`config.mk`:
```
export PLATFORM = sky130hd
export DESIGN_NAME = meas_uart_report
export DESIGN_NICKNAME = d
export VERILOG_FILES = /design/src/rtl/meas_uart_report.sv
export SDC_FILE = /design/constraint.sdc
export NUM_CORES = 1
export LEC_CHECK = 0
export CAP_MARGIN = 10
export CELL_PAD_IN_SITES_DETAIL_PLACEMENT = 1
export CELL_PAD_IN_SITES_GLOBAL_PLACEMENT = 2
export CORE_MARGIN = 5
export CORE_UTILIZATION = 39
export CTS_BUF_LIST = sky130_fd_sc_hd__clkbuf_16
export CTS_CLUSTER_DIAMETER = 40
export CTS_CLUSTER_SIZE = 16
export DETAILED_ROUTE_END_ITERATION = 16
export GPL_ROUTABILITY_DRIVEN = 0
export PLACE_DENSITY = 0.78
export SLEW_MARGIN = 10
export SYNTH_ARGS = -nofsm -noshare
export SYNTH_HDL_FRONTEND = slang
export SYNTH_SLANG_ARGS = --single-unit
```
`constraint.sdc`:
```
create_clock -name clk -period 4.1 [get_ports clk]
set_input_delay 1.025 -clock clk [delete_from_list [all_inputs] [get_ports clk]]
set_output_delay 1.025 -clock clk [all_outputs]
set_load 0.01 [all_outputs]
```
`src/rtl/meas_uart_report.sv`:
```
// meas_uart_report: snapshots the frequency/phase measurement pair on a
// periodic tick or on request, converts both to 10-digit decimal ASCII and
// sends "F=dddddddddd P=dddddddddd\r\n" over a UART 8N1 line.
// Optional build macro REPORT_CKSUM_EN inserts "*HH" (XOR checksum of the
// 'F' through the last phase digit, uppercase hex) before CR LF.
// The bit divider CLK_FREQ/BAUD must be at least 2.
module meas_uart_report #(
  parameter int unsigned CLK_FREQ      = 50_000_000,
  parameter int unsigned BAUD          = 115_200,
  parameter int unsigned PERIOD_CYCLES = 50_000_000
) (
  input  logic        clk,
  input  logic        rst_n,
  input  logic [31:0] freq_in,
  input  logic [31:0] phase_in,
  input  logic        report_req,
  output logic        uart_tx,
  output logic        busy,
  output logic        frame_done,
  output logic        req_drop
);

  localparam int unsigned BIT_DIV = CLK_FREQ / BAUD;
  localparam int unsigned DW      = (BIT_DIV > 1) ? $clog2(BIT_DIV) : 1;
  localparam int unsigned PW      = (PERIOD_CYCLES > 1) ? $clog2(PERIOD_CYCLES) : 1;
`ifdef REPORT_CKSUM_EN
  localparam int unsigned FRAME_LEN = 30;
`else
  localparam int unsigned FRAME_LEN = 27;
`endif

  typedef enum logic [2:0] {
    S_IDLE, S_LATCH, S_CONV_F, S_CONV_P, S_SEND_LOAD, S_SEND_WAIT, S_DONE
  } state_t;

  state_t state, state_next;

  logic [PW-1:0] per_cnt;
  logic          tick_c, trigger_c;

  logic [4:0]  conv_cnt;
  logic [31:0] bin_sh;
  logic [31:0] snap_p;
  logic [39:0] work_bcd;
  logic [39:0] bcd_f;
  logic [39:0] adj_c;
  logic [4:0]  idx;
  logic [7:0]  byte_c;

  logic [8:0]    tx_sh;
  logic [3:0]    tx_bit;
  logic [DW-1:0] tx_baud;
  logic          tx_active;
  logic          tx_next_c;

  logic latch_c, conv_c, conv_swap_c, tx_start_c, idx_inc_c, frame_end_c;

  // Adds 3 to every BCD nibble >= 5 ahead of the double-dabble shift.
  function automatic logic [39:0] dd_adjust(input logic [39:0] b);
    logic [39:0] r;
    r = b;
    for (int i = 0; i < 10; i++) begin
      if (b[4*i +: 4] >= 4'd5) r[4*i +: 4] = b[4*i +: 4] + 4'd3;
    end
    return r;
  endfunction

`ifdef REPORT_CKSUM_EN
  function automatic logic [7:0] hex_ascii(input logic [3:0] n);
    return (n < 4'd10) ? {4'h3, n} : 8'(8'h37 + {4'h0, n});
  endfunction
`endif

  assign tick_c    = (per_cnt == PW'(PERIOD_CYCLES - 1));
  assign trigger_c = tick_c | report_req;
  assign adj_c     = dd_adjust(work_bcd);
  // High in the second-to-last cycle of a stop bit so the next start bit
  // can follow with no idle gap.
  assign tx_next_c = tx_active && (tx_bit == 4'd9) && (tx_baud == DW'(BIT_DIV - 2));

  // Free-running report period counter; keeps counting through frames.
  always_ff @(posedge clk or negedge rst_n) begin
    if (!rst_n)      per_cnt <= '0;
    else if (tick_c) per_cnt <= '0;
    else             per_cnt <= per_cnt + 1'b1;
  end

  // FSM state register.
  always_ff @(posedge clk or negedge rst_n) begin
    if (!rst_n) state <= S_IDLE;
    else        state <= state_next;
  end

  // FSM next-state logic.
  always_comb begin
    state_next = state;
    case (state)
      S_IDLE:      if (trigger_c) state_next = S_LATCH;
      S_LATCH:     state_next = S_CONV_F;
      S_CONV_F:    if (conv_cnt == 5'd31) state_next = S_CONV_P;
      S_CONV_P:    if (conv_cnt == 5'd31) state_next = S_SEND_LOAD;
      S_SEND_LOAD: state_next = S_SEND_WAIT;
      S_SEND_WAIT: if (tx_next_c) begin
                     state_next = (idx == 5'(FRAME_LEN - 1)) ? S_DONE : S_SEND_LOAD;
                   end
      S_DONE:      state_next = S_IDLE;
      default:     state_next = S_IDLE;
    endcase
  end

  // FSM control strobes for the datapath.
  always_comb begin
    latch_c     = 1'b0;
    conv_c      = 1'b0;
    conv_swap_c = 1'b0;
    tx_start_c  = 1'b0;
    idx_inc_c   = 1'b0;
    frame_end_c = 1'b0;
    case (state)
      S_LATCH:     latch_c = 1'b1;
      S_CONV_F:    begin
                     conv_c      = 1'b1;
                     conv_swap_c = (conv_cnt == 5'd31);
                   end
      S_CONV_P:    conv_c = 1'b1;
      S_SEND_LOAD: tx_start_c = 1'b1;
      S_SEND_WAIT: if (tx_next_c) begin
                     idx_inc_c   = 1'b1;
                     frame_end_c = (idx == 5'(FRAME_LEN - 1));
                   end
      default:     ;
    endcase
  end

  // Registered status outputs.
  always_ff @(posedge clk or negedge rst_n) begin
    if (!rst_n) begin
      busy       <= 1'b0;
      frame_done <= 1'b0;
      req_drop   <= 1'b0;
    end else begin
      busy       <= (state_next != S_IDLE);
      frame_done <= frame_end_c;
      req_drop   <= trigger_c && (state != S_IDLE);
    end
  end

  // Snapshot plus sequential double-dabble; frequency first, then phase.
  always_ff @(posedge clk or negedge rst_n) begin
    if (!rst_n) begin
      bin_sh   <= '0;
      snap_p   <= '0;
      work_bcd <= '0;
      bcd_f    <= '0;
      conv_cnt <= '0;
    end else if (latch_c) begin
      bin_sh   <= freq_in;
      snap_p   <= phase_in;
      work_bcd <= '0;
      conv_cnt <= '0;
    end else if (conv_swap_c) begin
      bcd_f    <= {adj_c[38:0], bin_sh[31]};
      work_bcd <= '0;
      bin_sh   <= snap_p;
      conv_cnt <= '0;
    end else if (conv_c) begin
      work_bcd <= {adj_c[38:0], bin_sh[31]};
      bin_sh   <= {bin_sh[30:0], 1'b0};
      conv_cnt <= conv_cnt + 1'b1;
    end
  end

  // Byte index within the frame.
  always_ff @(posedge clk or negedge rst_n) begin
    if (!rst_n)         idx <= '0;
    else if (latch_c)   idx <= '0;
    else if (idx_inc_c) idx <= idx + 1'b1;
  end

  // Frame byte selected by idx; work_bcd holds the phase digits after conversion.
  always_comb begin
    logic [5:0] fsh;
    logic [5:0] psh;
    logic [3:0] digit_f;
    logic [3:0] digit_p;
`ifdef REPORT_CKSUM_EN
    logic [3:0] nib_xor;
    logic [7:0] cks;
    nib_xor = 4'h0;
    for (int i = 0; i < 10; i++) nib_xor = nib_xor ^ bcd_f[4*i +: 4] ^ work_bcd[4*i +: 4];
    // "F= P=" XOR to 0x36; the twenty 0x3 high nibbles cancel out.
    cks = 8'h36 ^ {4'h0, nib_xor};
`endif
    fsh     = 6'(6'(5'd11 - idx) * 6'd4);
    psh     = 6'(6'(5'd24 - idx) * 6'd4);
    digit_f = 4'(bcd_f >> fsh);
    digit_p = 4'(work_bcd >> psh);
    byte_c  = 8'h0A;
    if      (idx == 5'd0)  byte_c = 8'h46;
    else if (idx == 5'd1)  byte_c = 8'h3D;
    else if (idx <= 5'd11) byte_c = {4'h3, digit_f};
    else if (idx == 5'd12) byte_c = 8'h20;
    else if (idx == 5'd13) byte_c = 8'h50;
    else if (idx == 5'd14) byte_c = 8'h3D;
    else if (idx <= 5'd24) byte_c = {4'h3, digit_p};
`ifdef REPORT_CKSUM_EN
    else if (idx == 5'd25) byte_c = 8'h2A;
    else if (idx == 5'd26) byte_c = hex_ascii(cks[7:4]);
    else if (idx == 5'd27) byte_c = hex_ascii(cks[3:0]);
    else if (idx == 5'd28) byte_c = 8'h0D;
`else
    else if (idx == 5'd25) byte_c = 8'h0D;
`endif
    else                   byte_c = 8'h0A;
  end

  // UART 8N1 transmitter: start bit, 8 data bits LSB first, stop bit.
  always_ff @(posedge clk or negedge rst_n) begin
    if (!rst_n) begin
      uart_tx   <= 1'b1;
      tx_active <= 1'b0;
      tx_sh     <= '1;
      tx_bit    <= '0;
      tx_baud   <= '0;
    end else if (tx_start_c) begin
      uart_tx   <= 1'b0;
      tx_sh     <= {1'b1, byte_c};
      tx_bit    <= '0;
      tx_baud   <= '0;
      tx_active <= 1'b1;
    end else if (tx_active) begin
      if (tx_baud == DW'(BIT_DIV - 1)) begin
        tx_baud <= '0;
        if (tx_bit == 4'd9) begin
          tx_active <= 1'b0;
          uart_tx   <= 1'b1;
        end else begin
          tx_bit  <= tx_bit + 1'b1;
          uart_tx <= tx_sh[0];
          tx_sh   <= {1'b1, tx_sh[8:1]};
        end
      end else begin
        tx_baud <= tx_baud + 1'b1;
      end
    end
  end

endmodule

```
==> results.yml <==
global_route:
  antenna_found_initial: 0
  gr-total-overflow: 0
  grt_pass1_vias: 9185
  use_met1: 0.273
  grtUsageMet2: 0.316
  grt_max_degree: 96
  grt_util_all_layers: 0.195
  grt_use_met3: 0.0350
  grt_pass1_wl_um: 50000
  gr-max-usage-layer: "met2"
logic_synthesis:
  synthMostInstantiatedCell: "dfrtp_1"
  syn_avg_cell_area_um2: 10.2
  synth_ff_type: "dfrtp_1"
  async_flop_share: 1.00
  ys_top_cells_by_area: "dfrtp_1 (45%), mux2_2 (7.9%), o21ai_0 (4.9%)"
  synth_commonest_cells: "dfrtp_1 (200), nand2_1 (111), o21ai_0 (109), mux2_2 (78), nor2_1 (59)"
  synth_top_area_share: 0.453
  ys_warn_count: 0
  syn_nets: 1185
  yosysSeqAreaShare: 0.474
  synthDistinctLibCells: 69
  synthCells: 1083
  synth_top_area_cell: "dfrtp_1"
  synth_area_mm2: 0.0111
  ys_ff_latch: 209
  synth-edff-count: 0
setup_path:
  r2r_start: "idx[1]"
  crit_chain: "clkinv_1, ha_1, mux4_2, mux2i_1, a21oi_1, a311oi_1, o221ai_1"
  slowest_delay_ns: 0.70
  worst_ep_arrival_time_ns: 3.40
  rr_endpoint: "tx_sh[0]"
  cp_data_required_time_ns: 4.51
  critPathMaxFanout: 17
  reg2regPathDepth: 7
  cp_slowest_cell: "ha_1"
  critical_path_class: "flop to flop"
  crit_path_start_kind: "flop"
  rrSetupSlack_ns: 1.11
  crit_path_end_kind: "flop"
cells_and_area:
  area_growth_pct: 22.1
  finalNetCount: 1249
  drive_gt1_frac: 0.168
  antennaDiodeCount: 0
  layoutNonFillerInstCount: 1554
die:
  pin_count: 71
  dieWidth_um: 178
  die_area_mm2: 0.0318
  core_mm2: 0.0279
  die_h_um: 178
  initial_utilization: 0.397
  fp-row-count: 61
outcome:
  status: "complete, no violations"
route:
  viasPerCell: 5.48
  firstDrtPassIters: 4
  ant_nets: 0
  drtIter0Drc: 506
  drc_errors: 0
  vias: 8523
  routedWlPerCell_um: 19.1
  wl_um: 29700
pwr:
  power_switching_mw: 1.85
  vdd_drop_max_uv: 358
  intPower_mw: 4.99
  pwr-share-comb: 0.138
  seq_power_share: 0.377
  p_leak_nw: 5.59
  clkPwrFrac: 0.484
  powerDensity_mw_per_mm2: 507
  swShare: 0.270
clocking:
  cts_buffers: 38
  cts_resized: 0
  cts.reportedPaths.clkPinSlew_ns: 0.05
  htreeDepth: 2
  postCtsSetupRepairBufs: 0
  tritoncts: "built"
  cts_buffer_depth: 3
  postCtsHoldBufs: 0
  clock-root-buffer: "clkbuf_16"
  clk_latency_ns: 0.52
  clock_sinks: 209
min_path:
  hold_path.class: "flop to flop"
  min_path_cells: 2
  min_from: "bcd_f[37]"
  hold-path-endpoint: "bcd_f[37]"
place:
  post-place-cells: 1485
  port_buffers: 70
  hpwlAfterDp_um: 19700
timing:
  fin_crit_sh: 0.729
  rsz0062_at_grt: "false"
  tns_ns: 0
  slew_headroom: 0.342
  drv_slew: 0
  max_clock_freq_mhz: 335
  worstMarginPinSlew_ns: 0.986
  finalCriticalPeriod_ns: 2.99
  finalSetupViolations: 0
  hold_viol_final: 0
  skew_ns: 0.0256
flow_run:
  cap_violations: 0
==> worst max-delay path by stage <==
stage	from	end	cells past startpoint
after detailed placement	idx[1]	tx_sh[0]	7
after floorplan	idx[0]	tx_sh[0]	11
after global routing	idx[1]	tx_sh[0]	7
final	idx[1]	tx_sh[0]	7
after CTS	idx[1]	tx_sh[0]	7
after global placement	idx[1]	tx_sh[0]	7
==> registers in the layout, summed over array words and instances, names as in the netlist, 8 cells and up <==
register / flops
bcd_f: 40
tx_baud: 9
per_cnt: 26
snap_p: 32
tx_sh: 8
bin_sh: 32
work_bcd: 40
==> worst max-delay path: cells and delay by family (launching register included) <==
kind	cells	cell delay, ns
adder cells (fa/ha/maj)	1	0.70
AO/OA/AOI/OAI	3	0.49
multiplexers	2	0.73
flip-flops	1	0.64
buffers and inverters	1	0.35
==> final cells by class <==
class	count	area [um^2]
Fill cell	3036	14400
Multi-Input combinational cell	771	5440
Sequential cell	209	5240
Clock buffer	39	976
Timing Repair Buffer	85	843
Tap cell	378	473
Clock inverter	30	373
Inverter	42	158
==> metal layers <==
metal | share of wire | vias up | wire length (um)
met4 | 0.017 | 0 | 493
met2 | 0.48 | 141 | 14200
met3 | 0.039 | 42 | 1170
met5 | 0 | - | 0
met1 | 0.47 | 4298 | 13900
li1 | - | 4042 | -
==> cells by family (layout without fill, tap and decap cells) <==
logic type,Yosys count,after routing,synth area share
multiplexers,108,108,0.124
buffers and inverters,103,196,0.0367
AO/OA/AOI/OAI,262,262,0.146
flip-flops,209,209,0.474
adder cells (fa/ha/maj),35,35,0.0396
AND/OR/NAND/NOR,320,320,0.144
XOR/XNOR,46,46,0.0364
==> metrics by stage <==
step	instance area [um^2]	total power, mW	worst slack, ns	util	hold WS [ns]
2_1_floorplan	11100	3.15	0.944	-	0.439
3_3_place_gp	12200	3.52	1.19	0.436	0.454
3_5_place_dp	12200	3.56	1.12	0.436	0.467
4_1_cts	13500	6.93	1.10	0.485	0.476
5_1_grt	13500	7.19	0.913	0.485	0.501
6_report	13500	6.84	1.11	0.485	0.472
==> layout by cell type, fill, tap and decap left out, types with 4 or more instances in the layout <==
| cell type | n |
|---|---|
| dfstp_2 | 9 |
| nand3_1 | 26 |
| a22oi_1 | 32 |
| and2_1 | 6 |
| or3_1 | 5 |
| nand2b_1 | 11 |
| nor2b_1 | 17 |
| inv_1 | 44 |
| mux2i_1 | 14 |
| o22ai_1 | 23 |
| clkinv_4 | 6 |
| nor3_1 | 19 |
| nor4_1 | 9 |
| o21ai_0 | 109 |
| clkbuf_16 | 39 |
| nor2_1 | 58 |
| buf_4 | 13 |
| clkinv_2 | 4 |
| nand4_1 | 13 |
| nor3b_1 | 16 |
| mux4_2 | 15 |
| dfrtp_1 | 199 |
| nand2_1 | 110 |
| clkdlybuf4s50_1 | 69 |
| xnor2_1 | 31 |
| and3_1 | 5 |
| ha_1 | 35 |
| clkinv_1 | 4 |
| bufinv_16 | 7 |
| xor2_1 | 15 |
| mux2_2 | 78 |
| o31ai_1 | 12 |
| a21oi_1 | 44 |
| a32o_1 | 11 |
==> power groups by stage <==
stage / combinational (mW) / clock (mW) / sequential, mW
3_5_place_dp: 0.946 / 0 / 2.61
6_report: 0.945 / 3.31 / 2.58
2_1_floorplan: 0.650 / 0 / 2.50
4_1_cts: 0.952 / 3.39 / 2.58
5_1_grt: 1.07 / 3.50 / 2.62
3_3_place_gp: 0.907 / 0 / 2.61
(Power assumes the default switching activity.)
